==> config.mk <==
export PLATFORM = sky130hd
export DESIGN_NAME = nonce_sequencer
export DESIGN_NICKNAME = d
export VERILOG_FILES = /design/src/rtl/nonce_sequencer.sv
export SDC_FILE = /design/constraint.sdc
export NUM_CORES = 1
export LEC_CHECK = 0
export BUFFER_PORTS_ARGS = -buffer_cell sky130_fd_sc_hd__buf_2
export CAP_MARGIN = 20
export CORE_MARGIN = 2
export CORE_UTILIZATION = 47
export DETAILED_ROUTE_END_ITERATION = 12
export GPL_ROUTABILITY_DRIVEN = 0
export PLACE_DENSITY = 0.8
export SETUP_SLACK_MARGIN = 0.2
export SLEW_MARGIN = 20
export SYNTH_ARGS = -nofsm -noshare
export SYNTH_HDL_FRONTEND = slang
export SYNTH_SLANG_ARGS = --single-unit
==> constraint.sdc <==
create_clock -name clk -period 2.8 [get_ports clk]
set_clock_uncertainty 0.05 [all_clocks]
set_input_delay 0.42 -clock clk [delete_from_list [all_inputs] [get_ports clk]]
set_output_delay 0.42 -clock clk [all_outputs]
set_load 0.01 [all_outputs]
==> src/rtl/nonce_sequencer.sv <==
// Nonce sweeper feeding the 128-bit block concatenator: latches a 96-bit header,
// issues one header/nonce pair at a time, and stops on the first hash below target.
// Optional build macro: NONCE_SEQ_TIMEOUT_EN adds a watchdog on the WAIT state.
module nonce_sequencer #(
  parameter int unsigned        DATA_W    = 96,
  parameter int unsigned        NONCE_W   = 32,
  parameter int unsigned        HASH_W    = 24,
  parameter int unsigned        TGT_W     = 8,
  parameter logic [NONCE_W-1:0] NONCE_MAX = {NONCE_W{1'b1}},
  parameter int unsigned        TIMEOUT   = 64
) (
  input  logic               clk,
  input  logic               reset,
  input  logic               start,
  input  logic [DATA_W-1:0]  entrada_in,
  input  logic [NONCE_W-1:0] nonce_base,
  input  logic [TGT_W-1:0]   target,
  output logic [DATA_W-1:0]  entrada,
  output logic [NONCE_W-1:0] nonce,
  output logic               blk_valid,
  input  logic               blk_ready,
  input  logic               hash_valid,
  input  logic [HASH_W-1:0]  hash_in,
  output logic               busy,
  output logic               done,
  output logic               found,
  output logic [NONCE_W-1:0] nonce_found,
  output logic               timeout_err
);

  typedef enum logic [1:0] {
    IDLE  = 2'd0,
    ISSUE = 2'd1,
    WAIT  = 2'd2,
    DONE  = 2'd3
  } state_t;

  state_t             state_q, state_d;
  logic [DATA_W-1:0]  entrada_q, entrada_d;
  logic [NONCE_W-1:0] nonce_q, nonce_d;
  logic [TGT_W-1:0]   target_q, target_d;
  logic               found_q, found_d;
  logic [NONCE_W-1:0] nonce_found_q, nonce_found_d;

  // Only the top TGT_W bits of the hash take part in the compare.
  logic [TGT_W-1:0] hash_field;
  logic             hit;
  logic             unused_hash_lsbs;

  assign hash_field       = hash_in[HASH_W-1 -: TGT_W];
  assign hit              = (hash_field < target_q);
  assign unused_hash_lsbs = ^hash_in[HASH_W-TGT_W-1:0];

`ifdef NONCE_SEQ_TIMEOUT_EN
  localparam int unsigned CNT_W = (TIMEOUT > 1) ? $clog2(TIMEOUT) : 1;
  logic [CNT_W-1:0] cnt_q, cnt_d;
  logic             tmo_q, tmo_d;
`else
  localparam int unsigned UNUSED_TIMEOUT = TIMEOUT;
`endif

  // Next-state and datapath update for the IDLE/ISSUE/WAIT/DONE sweep.
  always_comb begin
    state_d       = state_q;
    entrada_d     = entrada_q;
    nonce_d       = nonce_q;
    target_d      = target_q;
    found_d       = found_q;
    nonce_found_d = nonce_found_q;
`ifdef NONCE_SEQ_TIMEOUT_EN
    cnt_d         = cnt_q;
    tmo_d         = tmo_q;
`endif
    case (state_q)
      IDLE, DONE: begin
        if (start) begin
          entrada_d = entrada_in;
          nonce_d   = nonce_base;
          target_d  = target;
          found_d   = 1'b0;
`ifdef NONCE_SEQ_TIMEOUT_EN
          tmo_d     = 1'b0;
`endif
          state_d   = ISSUE;
        end
      end
      ISSUE: begin
        // Header and nonce stay put until the hash core takes the pair.
        if (blk_ready) begin
          state_d = WAIT;
`ifdef NONCE_SEQ_TIMEOUT_EN
          cnt_d   = '0;
`endif
        end
      end
      WAIT: begin
        if (hash_valid) begin
          if (hit) begin
            found_d       = 1'b1;
            nonce_found_d = nonce_q;
            state_d       = DONE;
          end else if (nonce_q >= NONCE_MAX) begin
            // Leave nonce on the last value tried so exhaustion is visible.
            found_d = 1'b0;
            state_d = DONE;
          end else begin
            nonce_d = nonce_q + 1'b1;
            state_d = ISSUE;
          end
        end
`ifdef NONCE_SEQ_TIMEOUT_EN
        else if (cnt_q == CNT_W'(TIMEOUT - 1)) begin
          found_d = 1'b0;
          tmo_d   = 1'b1;
          state_d = DONE;
        end else begin
          cnt_d = cnt_q + 1'b1;
        end
`endif
      end
      default: state_d = IDLE;
    endcase
  end

  // State and datapath registers; reset aborts any search in flight.
  always_ff @(posedge clk) begin
    if (reset) begin
      state_q       <= IDLE;
      entrada_q     <= '0;
      nonce_q       <= '0;
      target_q      <= '0;
      found_q       <= 1'b0;
      nonce_found_q <= '0;
    end else begin
      state_q       <= state_d;
      entrada_q     <= entrada_d;
      nonce_q       <= nonce_d;
      target_q      <= target_d;
      found_q       <= found_d;
      nonce_found_q <= nonce_found_d;
    end
  end

`ifdef NONCE_SEQ_TIMEOUT_EN
  // Watchdog counter and sticky timeout flag.
  always_ff @(posedge clk) begin
    if (reset) begin
      cnt_q <= '0;
      tmo_q <= 1'b0;
    end else begin
      cnt_q <= cnt_d;
      tmo_q <= tmo_d;
    end
  end
  assign timeout_err = tmo_q;
`else
  assign timeout_err = 1'b0;
`endif

  // Status outputs decode straight from the registered state.
  assign entrada     = entrada_q;
  assign nonce       = nonce_q;
  assign nonce_found = nonce_found_q;
  assign found       = found_q;
  assign blk_valid   = (state_q == ISSUE);
  assign busy        = (state_q == ISSUE) || (state_q == WAIT);
  assign done        = (state_q == DONE);

endmodule

==> run metrics, run 1 <==
status finished clean; placement-stage worst setup slack 0.179 ns; CTS tree done; initial antenna violation count 3; Yosys cell types 54; fin area 0.00964 mm²; Synth warnings 0; dpl hpwl 15,000 µm; die area 0.0164 mm²; startpoint type of the worst setup path register; Root Buffer clkbuf_16; FF-to-FF End nonce[8]; commonest cells in the netlist 249 x nand2_1, 171 x dfxtp_1, 155 x a21oi_1, 46 x clkbuf_1, 44 x nor2_1; crit share post-route 86.9%; Hold Startpoint entrada_in[32]; # Post-CTS Setup Buffers 0; initial core utilization 47.8%; CP endpoint kind register; PnR worst setup slack 0.367 ns; Crit Path Max Fanout 28; row cnt 45; top-count cell post-synth nand2_1; CTS Hold Bufs 0; Iteration-0 DRC Markers 462; Slew headroom 41.8%; Hold Fails Final Rpt 0; I/O Buffers 312; max-slew violation count 0; Die Span X 128 µm; Clock Tree Buf Depth 2; number of synthesized flops with an enable pin 0; WP data arrival 2.69 ns; clk_lat worst skew 0.42 ns; Synth top area share 47.4%; reg-to-reg slack, setup 0.37 ns; fin crit period 2.43 ns; H-tree Lvls 4; final setup vio count 0; Total Neg Setup Slack 0 ns; die height 128 µm; R2R depth 10; Lkg Pwr 0.00437 µW; total clock sinks 171; CP required 3.06 ns; RSZ-0062 raised after global routing false; vias 7,484; Vias per Instance 5.37; first-pass GRT wire length 33,600 µm; sequential fraction of the synthesis area 47.4%; CTS buffer count 17; main area contributors after synthesis dfxtp_1 47%, nand2_1 13%, a21oi_1 11%, mux2i_1 4.7%, clkbuf_1 2.4%; Post-Place Cell Area 0.00896 mm²; number of global-route vias before repair 6,933; synthesized flop and latch total 171; Clock transition at path regs 0.06 ns; antenna-violating nets left 0; fmax 411 MHz; worst hold stages 3; Synth Net Count 1,082; Tot GR Track Use 25.6%; Core ar. 0.0151 mm²; syn_area_per_cell 7.98 µm²; Routed WL 21,500 µm; Max-cap violations 0; TritonRoute pass-1 iters 4; Synth area leader dfxtp_1; Fillers 1,329; pin slew with the least headroom to its limit 0.873 ns; Worst Hold Class input pin to register; area of the multi-input gates 0.00346 mm²; Worst VDD drop 0.000465 V; Async SR Flop Fraction 0%; global route overflow 0; Layout area overhead 33.5%; average wire per standard cell 15.4 µm; Critical R2R Launch target_q[2]; fin nets 1,367; Hold EP entrada[32]; share of layout cells above drive strength 1 31.7%; Cell Pwr Density 690 mW/mm²; Synth Cell Area 0.00722 mm²; register area 0.00342 mm²; kind of critical path register to register; DRC Markers 0; Post-Layout Cell Count 1,394; gate count of the mapped netlist 905; Top Ports 330; Placed Instances 1,359; Most used DFF post-synth dfxtp_1; largest net degree at the start of global routing 172
## kinds of logic after synthesis
logic type,synth area share [%]
simple gates,22.6
compound gates,18.2
flops,47.4
buf+inv,4.94
mux,4.71
fa+ha+maj,2.08
other cells,0.0519
## placed cells by master (no fill, tap or decap), types with 3 or more instances in the layout
cell type / Yosys / layout
or2_2: 3 / 3
clkbuf_16: 0 / 17
a22o_1: 3 / 3
clkbuf_8: 0 / 3
nor3_1: 18 / 18
a31oi_1: 5 / 5
nor4_1: 3 / 3
ha_1: 12 / 12
bufinv_16: 0 / 4
and4b_1: 3 / 3
o32ai_1: 14 / 14
o21ai_1: 3 / 3
a21oi_1: 155 / 155
nor2b_1: 7 / 7
a211oi_1: 4 / 4
o2bb2ai_1: 3 / 3
dfxtp_1: 171 / 171
buf_2: 6 / 311
a31o_2: 3 / 3
nor2_1: 44 / 44
o21ai_0: 24 / 24
buf_12: 0 / 5
and4_1: 5 / 5
inv_6: 0 / 3
mux2i_1: 34 / 34
nand2_1: 249 / 248
and3_1: 7 / 6
nand4_1: 9 / 9
nand3_1: 13 / 13
buf_4: 4 / 18
clkinv_4: 0 / 3
inv_1: 12 / 12
diode_2: 0 / 3
## sequential cells by signal (all words and copies together) (netlist names)
signal       flops
nonce_found     32
nonce           32
state_q          2
entrada         96
found            1
target_q         8
## critical path: stages (launching register included)
cell	delay [ns]
dfxtp_1	0.33
inv_1	0.05
ha_1	0.28
a211oi_1	0.19
o21ai_0	0.12
a21oi_1	0.38
buf_4	0.21
a221o_1	0.21
buf_12	0.19
nor3_1	0.07
a31o_2	0.24
## power breakdown
part           total [µW]  internal [µW]  switching (µW)
Sequential           2830           2640             188
Combinational        1250            508             737
Clock                2570           1580             992
## per-layer routing
metal | up-vias | share of wire [%] | global-route usage (%)
met4 | 0 | 3.1 | 11.2
met5 | - | 0 | 0
li1 | 3672 | - | -
met1 | 3453 | 40 | 31.0
met3 | 50 | 7.9 | 7.55
met2 | 309 | 49 | 42.4
## final cells by class
| cell class | count | area share [%] |
|---|---|---|
| multi-input combinational | 651 | 35.9 |
| sequential | 171 | 35.5 |
| timing repair buffer | 335 | 18.7 |
| clock buffer | 20 | 4.84 |
| tap | 188 | 2.44 |
| clock inverter | 12 | 1.92 |
| inverter | 14 | 0.545 |
| antenna | 3 | 0.0779 |
## worst max path at each step
stage / depth (start not counted) / endpoint / startpoint / slack, ns
after floorplan: 9 / nonce_found[19] / hash_in[18] / 0.49
after global placement: 9 / nonce_found[1] / hash_in[18] / 0.23
after detailed placement: 9 / nonce_found[8] / hash_in[18] / 0.18
after CTS: 9 / nonce_found[8] / target_q[2] / 0.35
after global routing: 10 / nonce[27] / target_q[2] / 0.21
final: 10 / nonce[8] / target_q[2] / 0.37
## metrics by stage
step / utilization, % / total power [µW] / hold slack, ns
floorplan: - / 3590 / 0.382
global placement: 59.4 / 4090 / 0.389
detailed placement: 59.4 / 4120 / 0.393
CTS: 63.7 / 6690 / 0.165
global route: 63.9 / 6950 / 0.169
finish: 63.9 / 6650 / 0.183
## what timing repair did
item / 4_1_cts / 5_1_grt
gates resized for setup: 0 / 2
endpoints found under the setup margin: 0 / 8
hold endpoints to repair: 0 / 0
(Power assumes the default switching activity.)
==> inputs of run 2 (changes only) <==
--- a/config.mk
+++ b/config.mk
@@ -9,9 +9,11 @@
 export CAP_MARGIN = 20
 export CORE_MARGIN = 2
 export CORE_UTILIZATION = 47
+export CTS_BUF_LIST = sky130_fd_sc_hd__clkbuf_16
 export DETAILED_ROUTE_END_ITERATION = 12
 export GPL_ROUTABILITY_DRIVEN = 0
 export PLACE_DENSITY = 0.8
+export RECOVER_POWER = 100
 export SETUP_SLACK_MARGIN = 0.2
 export SLEW_MARGIN = 20
 export SYNTH_ARGS = -nofsm -noshare
==> run 2 against run 1 <==
Net effect: die area is the same; critical path type unchanged; clock power decreased by 4%; fmax shrank 1.8%; setup slack lost 0.043 ns; register-to-register slack worse by 0.04 ns; sequential share of layout area up 0.97 points; cell count stayed put; non-clock buffer count unchanged.
==> run metrics, run 2 (same netlist as run 1, synthesis figures left out) <==
Root Buffer clkbuf_16; max-slew violation count 0; area of the multi-input gates 0.00346 mm²; H-tree Lvls 4; antenna-violating nets left 0; fin area 0.00938 mm²; power share of the combinational group 18.2%; Hold Fails Final Rpt 0; Clock Tree Buf Depth 2; global route overflow 0; PnR worst setup slack 0.323 ns; Worst VDD drop 0.000454 V; first-pass GRT wire length 33,600 µm; CTS Hold Bufs 0; placement-stage worst setup slack 0.179 ns; Tot GR Track Use 25.6%; Worst Hold Slack 0.183 ns; switching power 1920 µW; die area 0.0164 mm²; Routed WL 21,500 µm; startpoint type of the worst setup path register; clk_lat worst skew 0.42 ns; total clock sinks 171; fin nets 1,367; initial core utilization 47.8%; CP required 3.09 ns; Cell Pwr Density 693 mW/mm²; CTS tree done; DRC Markers 0; share of layout cells above drive strength 1 17.7%; Worst Hold Class input pin to register; Die Span X 128 µm; fmax 404 MHz; die height 128 µm; Total Power 6500 µW; register area 0.00342 mm²; Total Neg Setup Slack 0 ns; kind of critical path register to register; Iteration-0 DRC Markers 506; final setup vio count 0; average wire per standard cell 15.4 µm; pin slew with the least headroom to its limit 0.927 ns; Max-cap violations 0; Switching Fraction 29.5%; fin crit period 2.48 ns; row cnt 45; I/O Buffers 312; Clock transition at path regs 0.06 ns; Slew headroom 38.2%; number of global-route vias before repair 6,934; commonest non-fill, non-tap cell in the layout nand2_1; CTS resizes 0; Fillers 1,432; Internal 4580 µW; TritonRoute pass-1 iters 5; Top Ports 330; initial antenna violation count 3; Crit Path Max Fanout 15; Lkg Pwr 0.00368 µW; Layout area overhead 29.9%; status finished clean; Post-Place Cell Area 0.00896 mm²; # Post-CTS Setup Buffers 0; WP data arrival 2.76 ns; power share of the clock group 38.2%; RSZ-0062 raised after global routing false; most frequent cells in the layout 248 x nand2_1, 171 x dfxtp_1, 165 x clkbuf_1; Core ar. 0.0151 mm²; number of flip-flops under the largest register name 96; CTS buffer count 17; CP endpoint kind register; dpl hpwl 15,000 µm; Seq pwr share 43.6%; vias 7,486; crit share post-route 88.5%; largest net degree at the start of global routing 172; Vias per Instance 5.37
run 2: cell type report:
| class | instances | share of cell area (%) |
|---|---|---|
| inverter | 14 | 0.560 |
| clock buffer | 17 | 4.53 |
| timing repair buffer | 335 | 16.8 |
| sequential | 171 | 36.5 |
| multi-input combinational | 651 | 36.9 |
| clock inverter | 15 | 2.09 |
| tap | 188 | 2.51 |
| antenna | 3 | 0.0800 |
run 2: layer usage:
metal | share of wire [%] | global-route usage [%] | vias up
met4 | 2.9 | 11.2 | 0
met3 | 7.8 | 7.55 | 45
met1 | 40 | 30.9 | 3454
met2 | 49 | 42.3 | 313
li1 | - | - | 3674
met5 | 0 | 0 | -
run 2: worst max-delay path, cell delays in order, from the launching register on:
cell      delay, ns
dfxtp_1        0.33
inv_1          0.05
ha_1           0.28
a211oi_1       0.19
o21ai_0        0.12
a21oi_1        0.37
clkbuf_1       0.23
a221o_1        0.24
buf_4          0.22
o21ai_0        0.12
a21oi_1        0.19
run 2: worst paths after layout:
check / from / end / slack (ns) / cells past startpoint
worst max-delay path: target_q[2] / nonce[27] / 0.32 / 10
worst min-delay path: entrada_in[32] / entrada[32] / 0.18 / 3
worst max register to register: target_q[2] / nonce[27] / 0.32 / 10
worst min register to register: entrada[10] / entrada[10] / 0.40 / 2
run 2: power groups by stage:
stage | logic (µW) | registers [µW] | clock network [µW]
6_report | 1180 | 2840 | 2480
3_5_place_dp | 1240 | 2880 | 0
4_1_cts | 1250 | 2830 | 2530
2_1_floorplan | 647 | 2940 | 0
3_3_place_gp | 1220 | 2870 | 0
5_1_grt | 1310 | 2870 | 2620
run 2: per-stage QoR:
step,util [%],std cells
floorplan,-,905
global route,62.2,1394
CTS,63.5,1391
finish,62.2,1394
global placement,59.4,1359
detailed placement,59.4,1359
